### config.mk
export PLATFORM = sky130hd
export DESIGN_NAME = regfile_write_arbiter
export DESIGN_NICKNAME = d
export VERILOG_FILES = /design/src/rtl/regfile_write_arbiter.sv
export SDC_FILE = /design/constraint.sdc
export NUM_CORES = 1
export LEC_CHECK = 0
export BUFFER_PORTS_ARGS = -buffer_cell sky130_fd_sc_hd__buf_2
export CORE_MARGIN = 1.5
export CORE_UTILIZATION = 55
export DETAILED_ROUTE_END_ITERATION = 10
export PLACE_DENSITY = 0.88
export SYNTH_ARGS = -nofsm -noshare
export SYNTH_HDL_FRONTEND = slang
export SYNTH_SLANG_ARGS = --single-unit
export TNS_END_PERCENT = 20
### constraint.sdc
create_clock -name SubClk -period 4.15 [get_ports SubClk]
set_input_delay 0.2075 -clock SubClk [delete_from_list [all_inputs] [get_ports SubClk]]
set_output_delay 0.2075 -clock SubClk [all_outputs]
set_load 0.01 [all_outputs]
### src/rtl/regfile_write_arbiter.sv
// Two-requester (ALU / load) arbiter for the register file write port, with age/round-robin ordering.
// Optional same-cycle bypass of the holding buffers: define REGFILE_ARB_BYPASS_EN.
module regfile_write_arbiter #(
  parameter int DATA_WIDTH = 32,
  parameter int ADDR_WIDTH = 5
) (
  input  logic                     SubClk,
  input  logic                     ResetN,
  input  logic                     AluValid,
  output logic                     AluReady,
  input  logic [ADDR_WIDTH-1:0]    AluReg,
  input  logic [DATA_WIDTH-1:0]    AluData,
  input  logic                     MemValid,
  output logic                     MemReady,
  input  logic [ADDR_WIDTH-1:0]    MemReg,
  input  logic [DATA_WIDTH-1:0]    MemData,
  output logic                     RegWrite,
  output logic [ADDR_WIDTH-1:0]    WriteRegister,
  output logic [DATA_WIDTH-1:0]    WriteData,
  output logic [2**ADDR_WIDTH-1:0] PendingMask
);

  logic                  alu_full_q, alu_full_d;
  logic                  mem_full_q, mem_full_d;
  logic [ADDR_WIDTH-1:0] alu_reg_q, mem_reg_q;
  logic [DATA_WIDTH-1:0] alu_data_q, mem_data_q;
  logic                  mem_older_q, mem_older_d;
  logic                  tie_q, tie_d;
  logic                  rr_mem_q, rr_mem_d;
  logic                  regwrite_q, regwrite_d;
  logic [ADDR_WIDTH-1:0] wreg_q, wreg_d;
  logic [DATA_WIDTH-1:0] wdata_q, wdata_d;

  logic alu_acc, mem_acc, alu_load, mem_load, alu_byp, mem_byp, issue_alu, issue_mem;

  always_comb begin
    alu_acc = AluValid && !alu_full_q;
    mem_acc = MemValid && !mem_full_q;
    alu_byp = 1'b0;
    mem_byp = 1'b0;
`ifdef REGFILE_ARB_BYPASS_EN
    alu_byp = alu_acc && (AluReg != '0) && !mem_full_q && !mem_acc;
    mem_byp = mem_acc && (MemReg != '0) && !alu_full_q && !alu_acc;
`endif
    // Register-0 writes finish the handshake but are never buffered.
    alu_load = alu_acc && (AluReg != '0) && !alu_byp;
    mem_load = mem_acc && (MemReg != '0) && !mem_byp;

    issue_alu = 1'b0;
    issue_mem = 1'b0;
    if (alu_full_q && mem_full_q) begin
      issue_mem = tie_q ? rr_mem_q : mem_older_q;
      issue_alu = !issue_mem;
    end else begin
      issue_alu = alu_full_q;
      issue_mem = mem_full_q;
    end

    alu_full_d = (alu_full_q && !issue_alu) || alu_load;
    mem_full_d = (mem_full_q && !issue_mem) || mem_load;

    tie_d       = tie_q;
    mem_older_d = mem_older_q;
    rr_mem_d    = rr_mem_q;
    if (alu_full_q && mem_full_q && tie_q) rr_mem_d = !rr_mem_q;
    if (alu_load && mem_load) begin
      tie_d = 1'b1;
    end else if (alu_load) begin
      tie_d       = 1'b0;
      mem_older_d = 1'b1;
    end else if (mem_load) begin
      tie_d       = 1'b0;
      mem_older_d = 1'b0;
    end

    regwrite_d = issue_alu || issue_mem || alu_byp || mem_byp;
    wreg_d     = wreg_q;
    wdata_d    = wdata_q;
    if (issue_alu) begin
      wreg_d  = alu_reg_q;
      wdata_d = alu_data_q;
    end else if (issue_mem) begin
      wreg_d  = mem_reg_q;
      wdata_d = mem_data_q;
    end else if (alu_byp) begin
      wreg_d  = AluReg;
      wdata_d = AluData;
    end else if (mem_byp) begin
      wreg_d  = MemReg;
      wdata_d = MemData;
    end
  end

  always_ff @(posedge SubClk) begin
    if (!ResetN) begin
      alu_full_q  <= 1'b0;
      mem_full_q  <= 1'b0;
      mem_older_q <= 1'b0;
      tie_q       <= 1'b0;
      rr_mem_q    <= 1'b0;
      regwrite_q  <= 1'b0;
      wreg_q      <= '0;
      wdata_q     <= '0;
    end else begin
      alu_full_q  <= alu_full_d;
      mem_full_q  <= mem_full_d;
      mem_older_q <= mem_older_d;
      tie_q       <= tie_d;
      rr_mem_q    <= rr_mem_d;
      regwrite_q  <= regwrite_d;
      wreg_q      <= wreg_d;
      wdata_q     <= wdata_d;
    end
  end

  // Buffer payload is qualified by the Full flags, so it needs no reset.
  always_ff @(posedge SubClk) begin
    if (alu_load) begin
      alu_reg_q  <= AluReg;
      alu_data_q <= AluData;
    end
    if (mem_load) begin
      mem_reg_q  <= MemReg;
      mem_data_q <= MemData;
    end
  end

  always_comb begin
    PendingMask = '0;
    if (alu_full_q) PendingMask[alu_reg_q] = 1'b1;
    if (mem_full_q) PendingMask[mem_reg_q] = 1'b1;
    PendingMask[0] = 1'b0;
  end

  assign AluReady      = !alu_full_q;
  assign MemReady      = !mem_full_q;
  assign RegWrite      = regwrite_q;
  assign WriteRegister = wreg_q;
  assign WriteData     = wdata_q;

endmodule

==> results of run 1 <==
area by class of cell:
cell class	instances	area (um2)	share of cell area [%]
repair buffers	226	1510	20.7
clock buffers	19	432	5.91
well taps	129	161	2.21
flip-flops and latches	117	3090	42.3
clock inverters	13	158	2.16
multi-input cells	302	1930	26.5
inverters	4	15.0	0.206
cells by family (layout without fill, tap and decap cells):
family                   after synthesis  count (layout)  synth area share [%]
AO/OA/AOI/OAI                        148             148                  18.6
flip-flops                           117             117                  58.4
AND/OR/NAND/NOR                      111             111                  9.60
buffers and inverters                 50             262                  5.24
multiplexers                          39              39                  7.49
adder cells (fa/ha/maj)                2               2                 0.474
other                                  1               1                0.0710
XOR/XNOR                               1               1                 0.166
metal layers:
| metal | GRT usage (%) | routed length (um) | up-vias | share of wire (%) |
|---|---|---|---|---|
| met5 | 0 | 0 | - | 0 |
| met4 | 11.3 | 274 | 0 | 1.9 |
| met3 | 7.00 | 1140 | 25 | 7.9 |
| met2 | 50.3 | 7540 | 250 | 52 |
| met1 | 34.9 | 5560 | 2187 | 38 |
| li1 | - | - | 2146 | - |
critical path, stage by stage, from the launching register on:
cell and delay [ns]:
dfxtp_2 0.34, buf_4 0.63, nand2_1 0.18, or2_2 0.42
o22ai_1 0.21, buf_2 0.17
state kept, by name (all words and copies together), names as in the netlist:
signal,flops
WriteRegister,5
alu_data_q,32
rr_mem_q,1
mem_reg_q,5
alu_reg_q,5
mem_older_q,1
mem_data_q,32
RegWrite,1
tie_q,1
WriteData,32
mem_full_q,1
alu_full_q,1
how the worst min path moves through the flow:
stage                 from             end  slack (ns)  cells after the start
2_1_floorplan   AluData[0]   alu_data_q[0]        0.31                      0
3_3_place_gp   AluData[24]  alu_data_q[24]        0.38                      1
3_5_place_dp   MemData[18]  mem_data_q[18]        0.39                      1
4_1_cts           AluValid     mem_older_q        0.02                      3
5_1_grt           AluValid      alu_full_q        0.04                      3
6_report          AluValid      alu_full_q        0.03                      3
placed cells by master (no fill, tap or decap), drive strengths merged:
master	instances
buf	152
or3b	4
mux2i	38
edfxtp	74
dfxtp	43
nor2	3
conb	1
a21boi	2
clkinv	9
mux2	1
and2	1
o211ai	2
or2	2
a21oi	37
o21ai	1
clkbuf	19
a22oi	1
ha	2
o22ai	67
nor2b	1
dlygate4sd3	74
nand3b	9
or4	2
xnor2	1
bufinv	3
o21a	38
inv	4
or3	4
clkinvlp	1
nand3	7
nand2	78
stage by stage:
| step | cells | total power (uW) |
|---|---|---|
| finish | 810 | 3210 |
| global route | 810 | 3320 |
| CTS | 810 | 3200 |
| detailed placement | 704 | 1720 |
| global placement | 704 | 1710 |
| floorplan | 469 | 1610 |
power breakdown:
| group | switching (uW) | total, uW | internal, uW |
|---|---|---|---|
| combinational | 197 | 378 | 181 |
| sequential | 63.9 | 1390 | 1330 |
| clock | 512 | 1440 | 927 |
==> metrics, run 1 <==
Critical Path End Type=output port; fin. max-slew vios=0; YS warnings=0; Critical Path AT=2.48 ns; Post-CTS Hold Fix Bufs=74; Post-synth EDFFs=74; antenna violations before repair=0; Leakage=0.00292 uW; DRC viols=0; Hold Fails Final Rpt=0; post-place setup slack=1.86 ns; ys async rst share=0%; RR Startpoint=mem_full_q; largest net degree at the start of global routing=82; Worst Slack Setup Final=1.46 ns; post-synth top area cell=edfxtp_1; Hold WS=0.0325 ns; Pre-antenna DRT Iters=4; Setup TNS=0 ns; Die W=101 um; Setup CP Type=flip-flop to output port; flops & latches, synth=117; post-synth top area share=42.1%; Tcrit/Tclk final=64.7%; post-CTS sizing=0; fmax=372 MHz; min cycle time layout=2.69 ns; nets=748; wire per inst=17.9 um; clk_skew=0.00637 ns; CP Max Fanout=81; filler instances=613; share of cells above drive strength 1=29.4%; r2r setup slk=1.85 ns; Worst-path clk slew=0.05 ns; Remaining Overflow, GRT=0; top cells by count, synth=78 x nand2_1, 74 x edfxtp_1, 60 x o22ai_1; Worst Max-Slew Pin Slew=1.24 ns; Port Buffers=148; via count=4608; gr usage total=29.0%; io pins=150; RSZ-0062 raised after global routing=no; HPWL Detailed=7950 um; Post-Syn Instances=469; sequential fraction of the synthesis area=58.4%; first-pass GRT wire length=22200 um; number of buffers created by CTS=17; final antenna diode count=0; number of global-route vias before repair=4508; setup violators final=0; DP Area=5970 um2; Register-to-Register Path Depth=4; Most used DFF post-synth=edfxtp_1; Clk Latency, worst-skew pair=0.51 ns; CTS tree=done; vias per inst=5.69; RR Endpoint=mem_data_q[29]; cell with the most instances after synthesis=nand2_1; Placer Congestion=0.838; DRT iter0 DRCs=286; CTS H-tree depth=4; post-synthesis cell type count=35; CP Launch Type=flip-flop; core box area=9280 um2; Worst Hold Class=primary input to flip-flop; Finished Core Util=78.6%; Peak VDD IR=0.000366 V; Post-Route WL=14500 um; die area=10200 um2; Worst setup endpoint=PendingMask[13]; post-route design area=7300 um2; Synth area leaders=edfxtp_1 42%, dfxtp_1 16%, mux2i_1 7.2%; root buffer cell=clkbuf_8; syn avg cell area=11.3 um2; CP Launch Point=alu_full_q; max-cap violation count=0; Synth Cell Area=5280 um2; ratio of total power to cell area=440 nW/um2; Worst Path Required=3.94 ns; post-CTS setup buffer count=0; max_slew headroom=15.3%; Die H=101 um; Syn-to-layout area delta=38.2%; CTS Buffer Depth=2; initial core utilization=56.9%; antenna viol nets, final=0; clk sinks=117; # rows=35; Mapped Nets=549; status=finished, final reports clean
No activity file was read; power rests on OpenSTA's default activity.
==> inputs of run 2 (changes only) <==
--- a/config.mk
+++ b/config.mk
@@ -7,9 +7,9 @@
 export LEC_CHECK = 0
 export BUFFER_PORTS_ARGS = -buffer_cell sky130_fd_sc_hd__buf_2
 export CORE_MARGIN = 1.5
-export CORE_UTILIZATION = 55
+export CORE_UTILIZATION = 47
 export DETAILED_ROUTE_END_ITERATION = 10
-export PLACE_DENSITY = 0.88
+export PLACE_DENSITY = 0.8
 export SYNTH_ARGS = -nofsm -noshare
 export SYNTH_HDL_FRONTEND = slang
 export SYNTH_SLANG_ARGS = --single-unit
==> constraint.sdc (replaced) <==
create_clock -name SubClk -period 2.2 [get_ports SubClk]
set_input_delay 0.11 -clock SubClk [delete_from_list [all_inputs] [get_ports SubClk]]
set_output_delay 0.11 -clock SubClk [all_outputs]
set_load 0.01 [all_outputs]
==> run 2 against run 1 <==
Effect of this change: sequential share of layout area fell by 0.78 points; clock power grew 100%; count of clock-buffer cells in the layout is 4 higher; critical endpoint unchanged.
==> metrics, run 2 (same netlist as run 1, synthesis figures left out) <==
DRT iter0 DRCs=325; Finished Core Util=68.3%; min cycle time layout=2.07 ns; CTS H-tree depth=4; Gate power share=12.1%; clk_skew=0.00890 ns; Sw Ratio=23.0%; Placer Congestion=0.837; status=finished, final reports clean; CP Launch Type=flip-flop; Crit path max-delay family=simple AND/OR/NAND/NOR gates; commonest non-fill, non-tap cell in the layout=buf_2; share of cells above drive strength 1=29.5%; antenna viol nets, final=0; via count=4568; WHS Path Cells=2; HPWL Detailed=8400 um; die area=11900 um2; final antenna diode count=0; core box area=10900 um2; Top Usage Layer GRT=met2; CTS tree=done; Worst Max-Slew Pin Slew=0.922 ns; Net Sw Power=1440 uW; Register-to-Register Path Depth=4; M2 GR Usage=44.3%; first-pass GRT wire length=22000 um; Leakage=0.00298 uW; number of buffers created by CTS=17; Clk network pwr share=46.4%; Worst Path Required=2.09 ns; io pins=150; max_slew headroom=38.5%; Setup CP Type=flip-flop to output port; Post-Route WL=14400 um; post-CTS setup buffer count=0; Syn-to-layout area delta=40.8%; gr usage total=25.1%; Flop pwr share=41.5%; dpl cells=724; Port Buffers=148; Hold Fails Final Rpt=0; nets=759; fmax=482 MHz; Clk Latency, worst-skew pair=0.53 ns; Hold EP=WriteData[24]; Remaining Overflow, GRT=0; RR Startpoint=mem_full_q; Die H=109 um; setup violators final=0; Finished Layout Cells=832; Peak VDD IR=0.000700 V; CP Max Fanout=22; fin. max-slew vios=0; Crit path largest cell delay=0.37 ns; most frequent cells in the layout=148 x buf_2, 78 x nand2_1, 76 x dlygate4sd3_1, 74 x edfxtp_1, 60 x o22ai_1; initial core utilization=48.5%; antenna violations before repair=0; grt met1 use=26.9%; Tcrit/Tclk final=94.3%; Critical Path End Type=output port; CTS Buffer Depth=2; ratio of total power to cell area=842 nW/um2; # rows=38; Worst Hold Class=primary input to flip-flop; DRC viols=0; Pre-antenna DRT Iters=5; total internal power=4820 uW; root buffer cell=clkbuf_8; Buf+Inv Stages, Crit Path=2; vias per inst=5.49; RR Endpoint=WriteData[0]; RSZ-0062 raised after global routing=no; worst path cell trace=buf_4, nand2_1, or2_2, o22ai_1, buf_2; Hold Path Origin=ResetN; met3 global-route usage=8.13%; clk sinks=117; number of global-route vias before repair=4601; Crit-path slowest cell=or2_2; Worst-path clk slew=0.06 ns; Setup TNS=0 ns; wire per inst=17.3 um; r2r setup slk=0.61 ns; Critical Path AT=1.96 ns; largest net degree at the start of global routing=69; max-cap violation count=0; Die W=109 um
-- run 2: cell count changes in the layout (fill, tap and decap cells not counted), sizes merged --
| cell | change |
|---|---|
| buf | +9 |
| clkinv | -5 |
| clkbuf | +4 |
| bufinv | +2 |
| dlygate4sd3 | +2 |
| inv | -1 |
-- run 2: power by group through the flow --
stage | clock (uW) | sequential [uW] | combinational [uW]
floorplan | 0 | 2630 | 414
global placement | 0 | 2630 | 614
detailed placement | 0 | 2640 | 637
CTS | 2910 | 2590 | 747
global route | 3050 | 2610 | 821
finish | 2900 | 2600 | 758
-- run 2: per-stage QoR --
stage	area, um2	hold slack, ns	worst slack [ns]	total power [uW]
detailed placement	6060	0.288	0.310	3270
global route	7440	0.262	0.00483	6480
finish	7440	0.259	0.126	6260
global placement	6060	0.287	0.355	3240
CTS	7440	0.228	0.133	6250
floorplan	5280	0.209	0.197	3040
-- run 2: what timing repair did --
item,CTS,global route
endpoints found under the setup margin,0,0
endpoints found under the hold margin,77,0
resized for setup,0,0
hold buffers,76,0
-- run 2: cell type report --
| class | count | area [um2] |
|---|---|---|
| sequential | 117 | 3090 |
| inverter | 4 | 15.0 |
| clock inverter | 9 | 176 |
| clock buffer | 23 | 437 |
| tap | 140 | 175 |
| multi-input combinational | 302 | 1930 |
| fill | 795 | 3450 |
| timing repair buffer | 237 | 1610 |
-- run 2: worst max-delay path by stage --
| stage | startpoint | to | slack (ns) | cells past startpoint |
|---|---|---|---|---|
| floorplan | MemReg[0] | tie_q | 0.20 | 6 |
| global route | alu_full_q | PendingMask[29] | 0.005 | 5 |
| finish | alu_full_q | PendingMask[13] | 0.13 | 5 |
| CTS | alu_full_q | PendingMask[13] | 0.13 | 5 |
| global placement | MemReg[0] | mem_data_q[17] | 0.35 | 5 |
| detailed placement | MemReg[0] | tie_q | 0.31 | 7 |
-- run 2: layer usage --
metal | routed length, um | share of wire (%)
met1 | 5510 | 38
met2 | 7590 | 53
met3 | 959 | 6.7
met4 | 316 | 2.2
met5 | 0 | 0
-- run 2: worst register-to-register path, cell delays in order, from the launching register on --
cell	delay (ns)
dfxtp_4	0.42
buf_4	0.45
mux2i_1	0.30
o22ai_1	0.12
o21a_1	0.20
==> inputs of run 3 (changes only) <==
--- a/config.mk
+++ b/config.mk
@@ -6,10 +6,12 @@
 export NUM_CORES = 1
 export LEC_CHECK = 0
 export BUFFER_PORTS_ARGS = -buffer_cell sky130_fd_sc_hd__buf_2
+export CORE_ASPECT_RATIO = 0.7
 export CORE_MARGIN = 1.5
 export CORE_UTILIZATION = 47
 export DETAILED_ROUTE_END_ITERATION = 10
 export PLACE_DENSITY = 0.8
+export SLEW_MARGIN = 20
 export SYNTH_ARGS = -nofsm -noshare
 export SYNTH_HDL_FRONTEND = slang
 export SYNTH_SLANG_ARGS = --single-unit
==> run 3 against run 2 <==
Effect of this change: cell area down 0.79%; flip-flop and latch count did not move; setup slack gained 0.038 ns; routed wire length up 0.22%; critical path depth shrank 1; hold slack worse by 0.22 ns; register-to-register slack got worse by 0.12 ns; core utilization is 1.1 points lower; critical path type unchanged; largest cell class unchanged; highest routed layer unchanged.
==> metrics, run 3 (same netlist as run 1, synthesis figures left out) <==
WHS Path Cells=3; Clk network pwr share=44.6%; io pins=150; Die H=91.7 um; root buffer cell=clkbuf_16; Peak VDD IR=0.000624 V; Net Sw Power=1490 uW; CP Max Fanout=14; Setup CP Type=flip-flop to output port; initial core utilization=48.1%; # rows=32; number of buffers created by CTS=17; CP Launch Type=flip-flop; Worst Path Required=2.09 ns; Gate power share=12.3%; max_slew headroom=40.2%; RSZ-0062 raised after global routing=no; vias per inst=5.48; DRT iter0 DRCs=338; Sw Ratio=24.7%; RR Endpoint=WriteData[3]; Worst-path clk slew=0.05 ns; Hold EP=alu_full_q; Hold Fails Final Rpt=0; share of cells above drive strength 1=29.6%; status=finished, final reports clean; CTS H-tree depth=4; Die W=130 um; Flop pwr share=43.1%; number of global-route vias before repair=4579; Leakage=0.00292 uW; largest net degree at the start of global routing=70; Post-CTS Hold Fix Bufs=74; ratio of total power to cell area=819 nW/um2; Tot Pwr=6040 uW; Critical Path End Type=output port; Worst Hold Class=primary input to flip-flop; r2r setup slk=0.49 ns; Syn-to-layout area delta=39.7%; fin. max-slew vios=0; Pre-antenna DRT Iters=5; commonest non-fill, non-tap cell in the layout=buf_2; antenna viol nets, final=0; core box area=11000 um2; Remaining Overflow, GRT=0; Register-to-Register Path Depth=4; Max Used Layer=met4; RR Startpoint=mem_full_q; CTS Buffer Depth=2; setup violators final=0; clk sinks=117; min cycle time layout=2.04 ns; Met2 Wirelength=7170 um; WL met3=1110 um; via count=4594; wire per inst=17.2 um; first-pass GRT wire length=22500 um; total internal power=4550 uW; DRC viols=0; HPWL Detailed=8450 um; gr usage total=24.8%; clk_skew=0.00990 ns; Worst Max-Slew Pin Slew=0.898 ns; Tcrit/Tclk final=92.5%; Placer Congestion=0.840; most frequent cells in the layout=148 x buf_2, 78 x nand2_1, 74 x edfxtp_1, 74 x dlygate4sd3_1, 60 x o22ai_1; Port Buffers=148; nets=753; CP Launch Point=alu_full_q; CTS tree=done; wire length on met1=5980 um; fmax=491 MHz; antenna violations before repair=0; die area=11900 um2; Post-Route WL=14400 um; Clk Latency, worst-skew pair=0.41 ns; Setup TNS=0 ns; final antenna diode count=0; post-CTS sizing=0; max-cap violation count=0; Critical Path AT=1.93 ns; post-CTS setup buffer count=0; Hold Path Origin=AluValid
run 3: changes by cell type in the layout (fill, tap and decap cells not counted), moves of 2 or more:
cell	previous run	this run
dlygate4sd3_1	76	74
clkinv_1	1	3
inv_6	0	2
buf_4	12	7
clkinvlp_4	1	5
clkbuf_1	6	2
bufinv_16	5	2
run 3: per-stage QoR:
step                      utilization (%)  hold slack (ns)  area [um2]  setup WS [ns]  instances
after floorplan                         -            0.209        5280          0.197        469
after global placement               55.2            0.287        6060          0.452        733
after detailed placement             55.2            0.288        6060          0.397        733
after CTS                            67.2           0.0282        7380          0.145        839
after global routing                 67.2           0.0435        7380         0.0870        839
final                                67.2           0.0429        7380          0.164        839
run 3: worst max path at each step:
stage | to | slack [ns]
floorplan | tie_q | 0.20
global placement | mem_data_q[19] | 0.45
detailed placement | mem_data_q[24] | 0.40
CTS | PendingMask[24] | 0.14
global route | PendingMask[12] | 0.09
finish | PendingMask[12] | 0.16
run 3: area by class of cell:
cell class                      instances  area, um2
Tap cell                              153        191
Sequential cell                       117       3090
Clock buffer                           20        447
Clock inverter                         12        129
Timing Repair Buffer                  231       1570
Multi-Input combinational cell        302       1930
Inverter                                4       15.0
Fill cell                             812       3590
run 3: power groups by stage:
| stage | Sequential [uW] | Combinational (uW) | Clock, uW |
|---|---|---|---|
| finish | 2600 | 746 | 2690 |
| detailed placement | 2640 | 629 | 0 |
| CTS | 2600 | 737 | 2700 |
| global route | 2620 | 810 | 2820 |
| floorplan | 2630 | 414 | 0 |
| global placement | 2640 | 605 | 0 |
run 3: layer usage:
layer / global-route usage [%] / vias to the layer above
li1: - / 2149
met1: 31.0 / 2224
met2: 41.8 / 204
met3: 6.36 / 17
met4: 8.33 / 0
met5: 0 / -
run 3: worst max-delay path, cell delays in order (launching register included):
cell and delay, ns:
dfxtp_2 0.49, inv_2 0.08, or3_1 0.56, o22ai_2 0.23, buf_2 0.16
